`src/rtl/apb_mem_pkg.sv`:
```
// Shared definitions for the APB requester/responder pair.
package apb_mem_pkg;

  localparam int ADDR_W   = 10;
  localparam int DATA_W   = 32;
  localparam int DEPTH    = 16;
  localparam int MAX_WAIT = 7;
  localparam int WAIT_W   = $clog2(MAX_WAIT + 1);

  // Transfer FSM encoding, kept as plain constants so legacy code can compare raw values.
  typedef logic [1:0] state_t;
  localparam state_t ST_IDLE = 2'd0;
  localparam state_t ST_WAIT = 2'd1;
  localparam state_t ST_RESP = 2'd2;

endpackage

```
`src/rtl/apb_wait_counter.sv`:
```
// Loadable down-counter; done flags the last counted cycle (value == 1).
module apb_wait_counter import apb_mem_pkg::*; #(
  parameter int W = WAIT_W
) (
  input  logic         clk,
  input  logic         reset,
  input  logic         load,
  input  logic         en,
  input  logic [W-1:0] load_value,
  output logic [W-1:0] value,
  output logic         done
);

  // Load has priority; otherwise count down while enabled, saturating at zero.
  always_ff @(posedge clk or negedge reset) begin
    if (!reset) begin
      value <= '0;
    end else if (load) begin
      value <= load_value;
    end else if (en && (value != '0)) begin
      value <= value - W'(1);
    end
  end

  assign done = (value == W'(1));

endmodule

```
`src/rtl/apb_mem_responder.sv`:
```
// APB memory completer: DEPTH-word register file, programmable wait states,
// error response for misaligned or out-of-range addresses.
module apb_mem_responder #(
  parameter int ADDR_W   = apb_mem_pkg::ADDR_W,
  parameter int DATA_W   = apb_mem_pkg::DATA_W,
  parameter int DEPTH    = apb_mem_pkg::DEPTH,
  parameter int MAX_WAIT = apb_mem_pkg::MAX_WAIT
) (
  input  logic                          clk,
  input  logic                          reset,
  input  logic                          psel_i,
  input  logic                          penable_i,
  input  logic                          pwrite_i,
  input  logic [ADDR_W-1:0]             paddr_i,
  input  logic [DATA_W-1:0]             pwdata_i,
  input  logic [$clog2(MAX_WAIT+1)-1:0] wait_cfg_i,
  output logic                          pready_o,
  output logic [DATA_W-1:0]             prdata_o,
  output logic                          pslverr_o
);

  localparam int CNT_W = $clog2(MAX_WAIT + 1);
  localparam int IDX_W = $clog2(DEPTH);
  localparam int WRD_W = ADDR_W - 2;
  localparam logic [WRD_W-1:0] DEPTH_LIM = WRD_W'(DEPTH);

  import apb_mem_pkg::*;

  state_t              state;
  logic [ADDR_W-1:0]   addr_q;
  logic                write_q;
  logic [DATA_W-1:0]   wdata_q;
  logic [DATA_W-1:0]   mem [DEPTH];

  logic                setup;
  logic [ADDR_W-1:0]   xfer_addr;
  logic                xfer_write;
  logic                err;
  logic [IDX_W-1:0]    idx;
  logic                enter_resp;
  logic                cnt_load;
  logic                cnt_en;
  logic                cnt_done;
  logic [CNT_W-1:0]    cnt_value;

  apb_wait_counter #(.W(CNT_W)) u_wait (
    .clk        (clk),
    .reset      (reset),
    .load       (cnt_load),
    .en         (cnt_en),
    .load_value (wait_cfg_i),
    .value      (cnt_value),
    .done       (cnt_done)
  );

  // With zero wait states the response is registered on the setup edge itself,
  // so the live bus inputs stand in for the not-yet-latched copies.
  always_comb begin
    setup      = (state == ST_IDLE) && psel_i && !penable_i;
    xfer_addr  = (state == ST_IDLE) ? paddr_i  : addr_q;
    xfer_write = (state == ST_IDLE) ? pwrite_i : write_q;
    err        = (xfer_addr[1:0] != 2'b00) || (xfer_addr[ADDR_W-1:2] >= DEPTH_LIM);
    idx        = xfer_addr[IDX_W+1:2];
    enter_resp = (setup && (wait_cfg_i == '0)) ||
                 ((state == ST_WAIT) && psel_i && cnt_done);
    cnt_load   = setup && (wait_cfg_i != '0);
    cnt_en     = (state == ST_WAIT);
  end

  // Transfer sequencing and capture of the setup-phase request.
  always_ff @(posedge clk or negedge reset) begin
    if (!reset) begin
      state   <= ST_IDLE;
      addr_q  <= '0;
      write_q <= 1'b0;
      wdata_q <= '0;
    end else begin
      case (state)
        ST_IDLE: begin
          if (setup) begin
            addr_q  <= paddr_i;
            write_q <= pwrite_i;
            wdata_q <= pwdata_i;
            state   <= (wait_cfg_i == '0) ? ST_RESP : ST_WAIT;
          end
        end
        ST_WAIT: begin
          if (!psel_i) begin
            state <= ST_IDLE;
          end else if (cnt_done) begin
            state <= ST_RESP;
          end
        end
        default: state <= ST_IDLE;
      endcase
    end
  end

  // Registered response: one-cycle pready pulse with error and read data.
  always_ff @(posedge clk or negedge reset) begin
    if (!reset) begin
      pready_o  <= 1'b0;
      pslverr_o <= 1'b0;
      prdata_o  <= '0;
    end else begin
      pready_o  <= enter_resp;
      pslverr_o <= enter_resp && err;
      prdata_o  <= (enter_resp && !xfer_write && !err) ? mem[idx] : '0;
    end
  end

  // Memory: cleared on reset, written at the end of an error-free write response.
  always_ff @(posedge clk or negedge reset) begin
    if (!reset) begin
      for (int unsigned i = 0; i < DEPTH; i++) begin
        mem[i] <= '0;
      end
    end else if ((state == ST_RESP) && write_q && !err) begin
      mem[idx] <= wdata_q;
    end
  end

endmodule

```
`config.mk`:
```
export PLATFORM = sky130hd
export DESIGN_NAME = apb_mem_responder
export DESIGN_NICKNAME = d
export VERILOG_FILES = /design/src/rtl/apb_mem_pkg.sv /design/src/rtl/apb_wait_counter.sv /design/src/rtl/apb_mem_responder.sv
export SDC_FILE = /design/constraint.sdc
export NUM_CORES = 1
export LEC_CHECK = 0
export CAP_MARGIN = 20
export CORE_MARGIN = 8
export CORE_UTILIZATION = 35
export CTS_CLUSTER_DIAMETER = 60
export DETAILED_ROUTE_END_ITERATION = 7
export PLACE_DENSITY_LB_ADDON = 0.1
export SLEW_MARGIN = 0
export SYNTH_ARGS = -nofsm -noshare
export SYNTH_HDL_FRONTEND = slang
export SYNTH_SLANG_ARGS = --single-unit
```
`constraint.sdc`:
```
create_clock -name clk -period 3.95 [get_ports clk]
set_clock_uncertainty 0.1 [all_clocks]
set_input_delay 0.79 -clock clk [delete_from_list [all_inputs] [get_ports clk]]
set_output_delay 0.79 -clock clk [all_outputs]
set_load 0.005 [all_outputs]
```
; Word level (Yosys, flattened, before mapping)
; Index checks and enable logic that the tools add are counted.
[word_totals]
regBits = 594
in_bits = 50
output_inout_bits = 34
word_cells = 76
[classes]
n_addsub = 1
n_lt_le_gt_ge = 3
n_eq_ne = 5
mux = 16
bitwise_logic = 1
n_reduce_logical = 26
[op_table]
columns = operator, count
row1 = bitwise mux 512 bit, 1
row2 = binary-select mux 32 bit (select 4 bit), 1
row3 = demux 32 bit (select 4 bit), 1
row4 = two-way mux 32 bit, 4
row5 = logical AND 1 bit, 13
row6 = two-way mux 10 bit, 1
row7 = "greater-or-equal comparator 8 x 5 -> 1 bit, second input constant", 1
row8 = two-way mux 2 bit, 4
row9 = two-way mux 3 bit, 2
row10 = nonzero test 3 bit, 2
row11 = "greater-or-equal comparator 5 bit, second input constant", 1
row12 = "< comparator 5 x 1 -> 1 bit, second input constant", 1
row13 = inverter 4 -> 5 bit, 1
row14 = one-hot mux 2 bit (2 select lines), 1
row15 = AND reduction 2 bit, 2
row16 = nonzero test 2 bit, 2
row17 = "equality test 3 x 1 -> 1 bit, second input constant", 1
row18 = logical NOT 1 bit, 3
row19 = logical NOT 3 bit, 1
row20 = "inequality test 3 bit, second input constant", 1
row21 = "subtractor 3 x 1 -> 3 bit, second input constant", 1
row22 = "equality test 2 x 1 -> 1 bit, second input constant", 1
row23 = "equality test 2 bit, second input constant", 1
row24 = logical NOT 2 bit, 1
row25 = other kinds (3), 4

; Depth between registers and ports, before layout
; Gate-level depths: netlist of the first run.
[depth]
depth_word = 8
depth_mapped = 10
mapped_depth_nobuf = 6

; By module
; Synthesis of the first run repeated with hierarchy kept, for this count alone.
[hier_totals]
hier_cells = 1865
hier_area_um2 = 25234.2
[modules_own_cells]
columns = module, instances, cells_each, area_per_inst_um2, seq_area_each_um2
row1 = apb_mem_responder, 1, 1841, 25012.7, 14789.2
row2 = apb_wait_counter, 1, 24, 221.5, 75.1

; Least setup slack after synthesis of the first run
; No wires, ideal clock.
[synth_timing]
path_kind = input-to-reg
start = in paddr_i[2]
end = reg mem[117] (netlist bit)
setup_time_ns = 0.125
arrival_ns = 2.315
required_time_ns = 3.725
setup_slack_ns = 1.411
stages = 6
n_path_buf = 2
path_cell_list = or4_1 -> o31ai_2 -> and3_1 -> buf_2 -> buf_4 -> mux2_2
[synth_via]
elab_chain_cells = 7
elab_cells_between_ends = 12
classes_between = order compare (3) / mux (4) / bitwise (1) / reduce/logical (4)
[synth_lines]
columns = item, line_no
row1 = from (decl), apb_mem_responder.sv:14  ; input logic [ADDR_W-1:0] paddr_i,
row2 = two-way mux 10 bit *, apb_mem_responder.sv:60  ; xfer_addr = (state == ST_IDLE) ? paddr_i : addr_q;
row3 = inverter 4 -> 5 bit (implied by the code), apb_mem_responder.sv:119  ; mem[idx] <= wdata_q;
row4 = greater-or-equal comparator 5 bit (implied by the code) / < comparator 5 x 1 -> 1 bit (equally long branches), apb_mem_responder.sv:119
row5 = logical AND 1 bit (implied by the code), apb_mem_responder.sv:119
row6 = two-way mux 32 bit (implied by the code), apb_mem_responder.sv:119
row7 = demux 32 bit (select 4 bit), apb_mem_responder.sv:119
row8 = bitwise mux 512 bit, apb_mem_responder.sv:119
row9 = "to (signal, indexed assignment)", apb_mem_responder.sv:119
row10 = to (decl), apb_mem_responder.sv:33  ; logic [DATA_W-1:0] mem [DEPTH];
; Every way passes the cells marked *; elsewhere a longest branch is shown, timed or not.
; A chain may end at the register's enable or synchronous reset.

; Worst setup path after layout of the first run
[layout_timing]
start = reg state[0]
end = reg mem[134] (netlist bit)
[layout_via]
elab_chain_cells = 8
elab_cells_between_ends = 16
classes_between = order compare (3) / eq/ne (1) / mux (4) / bitwise (1) / reduce/logical (7)
[layout_lines]
columns = item, line_no
row1 = from (decl), apb_mem_responder.sv:29  ; state_t state;
row2 = from (signal assigned), apb_mem_responder.sv:84  ; state <= (wait_cfg_i == '0) ? ST_RESP : ST_WAIT;
row3 = logical NOT 2 bit, apb_mem_responder.sv:60
row4 = two-way mux 10 bit, apb_mem_responder.sv:60
row5 = inverter 4 -> 5 bit (implied by the code), apb_mem_responder.sv:119
row6 = greater-or-equal comparator 5 bit (implied by the code) / < comparator 5 x 1 -> 1 bit (equally long branches), apb_mem_responder.sv:119
row7 = logical AND 1 bit (implied by the code), apb_mem_responder.sv:119
row8 = two-way mux 32 bit (implied by the code), apb_mem_responder.sv:119
row9 = demux 32 bit (select 4 bit), apb_mem_responder.sv:119
row10 = bitwise mux 512 bit, apb_mem_responder.sv:119
; Several ways; a longest one is shown, not always the timed one.

==> reports/metrics.csv, run 1 <==
metric,value,unit
outcome,finished clean,
library cells used by synthesis,47,
Hold WC Path Type,in2async,
CP Max Fanout,15,
Total Nets Final,1989,
Synth Area in Simple Gates,0.0273,
Worst VDD drop,0.000228,V
CP Launch Point,state[0]$_DFFE_PN0P_,
max-cap violations,0,
main flop type after synthesis,dfrtp_1,
vias in the first global route,17636,
final period utilization,0.778,
Setup CP Type,reg2reg,
Worst-Margin Slew,835,ps
Final WS setup,878,ps
drc violations,0,
mean post-synth cell area,13.9,um2
most frequent cell after synthesis,dfrtp_1,
Leak,14.3,nW
Synth-to-Final Area Change,16.9,%
Max-Slew Margin vs Limit,0.443,
# rows,99,
initial antenna violation count,0,
# hold bufs at CTS,0,
critical-path cell list,"or2_1, nand3b_1, nand2_2, and3_2, buf_12, mux2_1",
core box area,73100,um2
Post-synth top cells,"594 x dfrtp_1, 363 x mux2_2, 248 x o22ai_1",
IO Pins,84,
clock slew at reported path FFs,50,ps
total setup buffers inserted after CTS,0,
DP HPWL,42800,um
die area,82800,um2
sequential fraction of the synthesis area,0.575,
iteration count of the initial detailed-routing pass,4,
RSZ-0062 raised after global routing,no,
multiplexer share of the synthesized area,0.259,
largest cells by area after synthesis,"dfrtp_1 58%, mux2_2 16%, mux2_4 7.0%, o22ai_1 6.0%, mux2_1 3.1%",
R2R Path Start,state[0]$_DFFE_PN0P_,
Highest Clock Rate,326,MHz
Num Clock Sinks,594,
GRT Total Usage,0.178,
Pins Over Slew Limit,0,
Synth Instances,1864,
"Clk Latency, worst-skew pair",600,ps
first-pass GRT wire length,113000,um
Tmin final,3070,ps
starting density of the core,0.354,
largest family of logic cells by synthesized area,multiplexers,
DP Worst Slack,492,ps
total wire length,72500,um
Yosys warning total,0,
number of flops mapped to enable cells by yosys,0,
CP peak stage delay,670,ps
XOR/XNOR share of the synthesized area,0,
critical path startpoint category,flop,
Yosys top cell area share,0.575,
CP max-delay cell,and3_2,
# diodes,0,
total CTS buffers,73,
Die X,288,um
PnR Total Power,15.7,mW
fraction of layout cells with a size suffix above 1,0.356,
#FFs+latches synth,594,
FILL cells,6772,
number of DRC markers in iteration 0,946,
asr flop ratio synth,1.00,
wire length per cell,24.6,um
Final Util,0.413,
vias per cell,5.44,
Netlist Area Pre-Place,25800,um2
ANT nets after route,0,
pwr dens,521,nW/um2
cts repair resizes,0,
Final Wtd Congestion,0.725,
via count,16006,
GRT overflow,0,
Max clock buf depth,3,
Die Height,288,um
CTS H-tree lvls,3,
# port buffers,83,
sequential cell area,14900,um2
Fin Setup TNS,0,ps
largest net degree at the start of global routing,93,
"Data required, critical path",4310,ps
Synth Area in Adders,0.00145,
Multi-input gate area,9920,um2
Syn Nets,1917,
Final Instance Area,30200,um2
placed inst area,27900,um2
final number of hold-violating endpoints,0,
Root Driver,clkbuf_16,
Final Setup Violations,0,
post-synth top area cell,dfrtp_1,
Compound-Gate Fraction of Synth Area,0.0929,
WP data arrival,3430,ps
CTS tree,built,
CP endpoint kind,flop,
[logic make-up after synthesis]
family | after synthesis
adder cells (fa/ha/maj) | 3
AO/OA/AOI/OAI | 403
flip-flops | 594
buffers and inverters | 180
AND/OR/NAND/NOR | 130
multiplexers | 554
[worst max-delay path: cells and delay by family, from the launching register on]
| kind | cells | cell delay [ps] |
|---|---|---|
| mux | 1 | 340 |
| flops | 1 | 500 |
| simple gates | 4 | 1740 |
| buf+inv | 1 | 240 |
[final timing paths]
path | end | slack, ps | cells past startpoint
setup / recovery | mem[134]$_DFFE_PN0P_ | 880 | 6
hold / removal | u_wait.value[1]$_DFFE_PN0P_ | 80 | 1
setup reg to reg | mem[134]$_DFFE_PN0P_ | 880 | 6
hold reg to reg | mem[274]$_DFFE_PN0P_ | 390 | 1
max in group asynchronous | wdata_q[14]$_DFFE_PN0P_ | 2520 | 2
min in group clk | mem[274]$_DFFE_PN0P_ | 390 | 1
[placed cells by master, fill, tap and decap left out, drive strengths merged, types with 2 or more instances in the layout]
cell type / n
o21a: 2
a22oi: 3
o21ai: 134
ha: 3
nand4: 32
nor4: 2
nand3: 6
a32o: 2
and3: 11
clkbuf: 105
clkinv: 12
nand2b: 5
nand3b: 4
nor2b: 8
o31ai: 2
a22o: 2
mux2: 554
inv: 8
o22ai: 248
nor2: 37
dfrtp: 594
clkdlybuf4s50: 82
bufinv: 2
nor3: 4
a21oi: 3
clkinvlp: 3
buf: 89
a31oi: 3
nand2: 15
[power breakdown]
group          leakage [nW]  switching [mW]  internal [mW]
clock network          1.14            2.61           3.90
logic                  4.97            1.43          0.926
registers              8.20           0.620           6.26
total                  14.3            4.66           11.1
[metal layers]
metal | global-route usage | part of all wire | vias up
li1 | - | - | 7051
met1 | 0.253 | 0.48 | 8602
met2 | 0.284 | 0.47 | 251
met3 | 0.0233 | 0.033 | 102
met4 | 0.0488 | 0.019 | 0
met5 | 0 | 0 | -
[flip-flops by register name, indices dropped and copies added (netlist names)]
register / count
prdata_o: 32
addr_q: 10
pready_o: 1
write_q: 1
mem: 512
pslverr_o: 1
u_wait.value: 3
state: 2
wdata_q: 32
[final cells by class]
type | count | share of cell area
clock buffers | 105 | 0.0710
clock inverters | 19 | 0.00593
inverters | 6 | 0.000746
multi-input cells | 1090 | 0.329
flip-flops and latches | 594 | 0.492
well taps | 959 | 0.0397
repair buffers | 171 | 0.0618
[per-stage QoR]
step	std cells	hold WS (ps)
finish	2944	80.5
global route	2944	144
CTS	2944	134
detailed placement	2820	375
global placement	2819	367
floorplan	1864	358
Note: power is estimated with default switching activity, not from simulation.
==> run 2, diff against run 1 <==
Clock period 3.95 ns to 2.48 ns, I/O delays scaled along.
==> run 2 against run 1 <==
Setup slack lost 820 ps. Total power is 65% higher. First-iteration DRC count is 14% lower. Sequential share of layout area is 2.1 points lower. Count of clock-buffer cells in the layout grew 4. Global-route usage up 0.49 points. Sequential power rose by 60%. Via count rose by 2.3%. Combinational power up 82%. Die area unchanged. Routed wire length rose by 2.6%. Clock power rose by 65%.
==> reports/metrics.csv, run 2 (synthesis results as in run 1) <==
metric,value,unit
vias per cell,5.36,
starting density of the core,0.354,
final number of hold-violating endpoints,0,
Fin Setup TNS,0,ps
"Clk Latency, worst-skew pair",600,ps
die area,82800,um2
Tmin final,2420,ps
# diodes,0,
Final WS setup,55.2,ps
drc violations,0,
DP HPWL,45800,um
GRT overflow,0,
Final Wtd Congestion,0.754,
R2R Path Start,state[1]$_DFFE_PN0P_,
PnR Total Power,26.0,mW
CP endpoint kind,flop,
Worst-Margin Slew,686,ps
WP data arrival,2800,ps
"commonest cells after routing, fill and taps aside","593 x dfrtp_1, 363 x mux2_2, 248 x o22ai_1, 126 x o21ai_0, 125 x buf_4",
core box area,73100,um2
Num Clock Sinks,594,
largest net degree at the start of global routing,86,
"Data required, critical path",2860,ps
Max-Slew Margin vs Limit,0.543,
CTS tree,built,
vias in the first global route,18166,
via count,16374,
# port buffers,83,
Worst VDD drop,0.000449,V
Final Instance Area,31600,um2
CTS H-tree lvls,3,
CP Max Fanout,17,
Final Setup Violations,0,
DP Worst Slack,-435,ps
Hold WC Path Type,in2async,
Total Nets Final,2094,
Die X,288,um
initial antenna violation count,0,
first-pass GRT wire length,116000,um
total CTS buffers,73,
max-cap violations,0,
Biggest register,mem,
fraction of layout cells with a size suffix above 1,0.393,
Max clock buf depth,3,
Synth-to-Final Area Change,22.1,%
CP Launch Point,state[1]$_DFFE_PN0P_,
max reg flops,512,
Leak,15.0,nW
wire length per cell,24.4,um
clock slew at reported path FFs,50,ps
# rows,99,
number of DRC markers in iteration 0,811,
Highest Clock Rate,412,MHz
ANT nets after route,0,
placed inst area,29000,um2
Root Driver,clkbuf_16,
critical path startpoint category,flop,
iteration count of the initial detailed-routing pass,4,
Setup CP Type,reg2reg,
Final Util,0.432,
final period utilization,0.978,
final cell count without fillers,3053,
outcome,finished clean,
"commonest non-fill, non-tap cell in the layout",dfrtp_1,
IO Pins,84,
biggest regs,"mem (512), prdata_o (32), wdata_q (32)",
Reg2Reg Setup Slack,60,ps
smallest hold slack,297,ps
Pins Over Slew Limit,0,
Die Height,288,um
Cells after DPL,2919,
GRT Total Usage,0.183,
pwr dens,824,nW/um2
total wire length,74400,um
run 2: area by class of cell:
class,instances,area [um2]
Fill cell,6785,41500
Sequential cell,594,14900
Multi-Input combinational cell,1090,9930
Timing Repair Buffer,276,3100
Clock buffer,109,2220
Tap cell,959,1200
Clock inverter,19,223
Inverter,6,22.5
run 2: worst paths after layout:
check | to | cells after the start
hold / removal | mem[259]$_DFFE_PN0P_ | 2
max in group asynchronous | mem[87]$_DFFE_PN0P_ | 4
min in group clk | mem[254]$_DFFE_PN0P_ | 1
setup reg to reg | mem[447]$_DFFE_PN0P_ | 6
setup / recovery | mem[447]$_DFFE_PN0P_ | 6
hold reg to reg | mem[254]$_DFFE_PN0P_ | 1
run 2: timing repair:
| item | 4_1_cts | 5_1_grt |
|---|---|---|
| pin swaps | 1 | 1 |
| endpoints found under the hold margin | 24 | 0 |
| cloned | 0 | 1 |
| hold buffers | 1 | 0 |
| setup endpoints to repair | 100 | 121 |
| setup buffers | 0 | 4 |
| resized for setup | 2 | 10 |
run 2: worst max-delay path, stage by stage (launching register included):
cell,delay (ps)
dfrtp_2,450
or2_4,310
or3_4,350
o31ai_4,150
and3_2,360
buf_12,210
mux2_2,360
run 2: layer usage:
| layer | vias up | routed length (um) | GRT usage |
|---|---|---|---|
| met5 | - | 0 | 0 |
| met4 | 0 | 2220 | 0.0581 |
| met3 | 130 | 2420 | 0.0296 |
| met2 | 279 | 35000 | 0.294 |
| met1 | 8686 | 34700 | 0.252 |
| li1 | 7279 | - | - |
run 2: power by group:
group          switching, mW  internal, mW  total, mW
Sequential              1.01          9.97       11.0
Combinational           2.37          1.92       4.29
Clock                   4.16          6.58       10.7
Total                   7.53          18.5       26.0
==> run 3, diff against run 2 <==
Settings changed: ABC_CLOCK_PERIOD_IN_PS set to 2480.
==> results of run 3 <==
Final layout, timing and power as in run 2 (identical DEF).
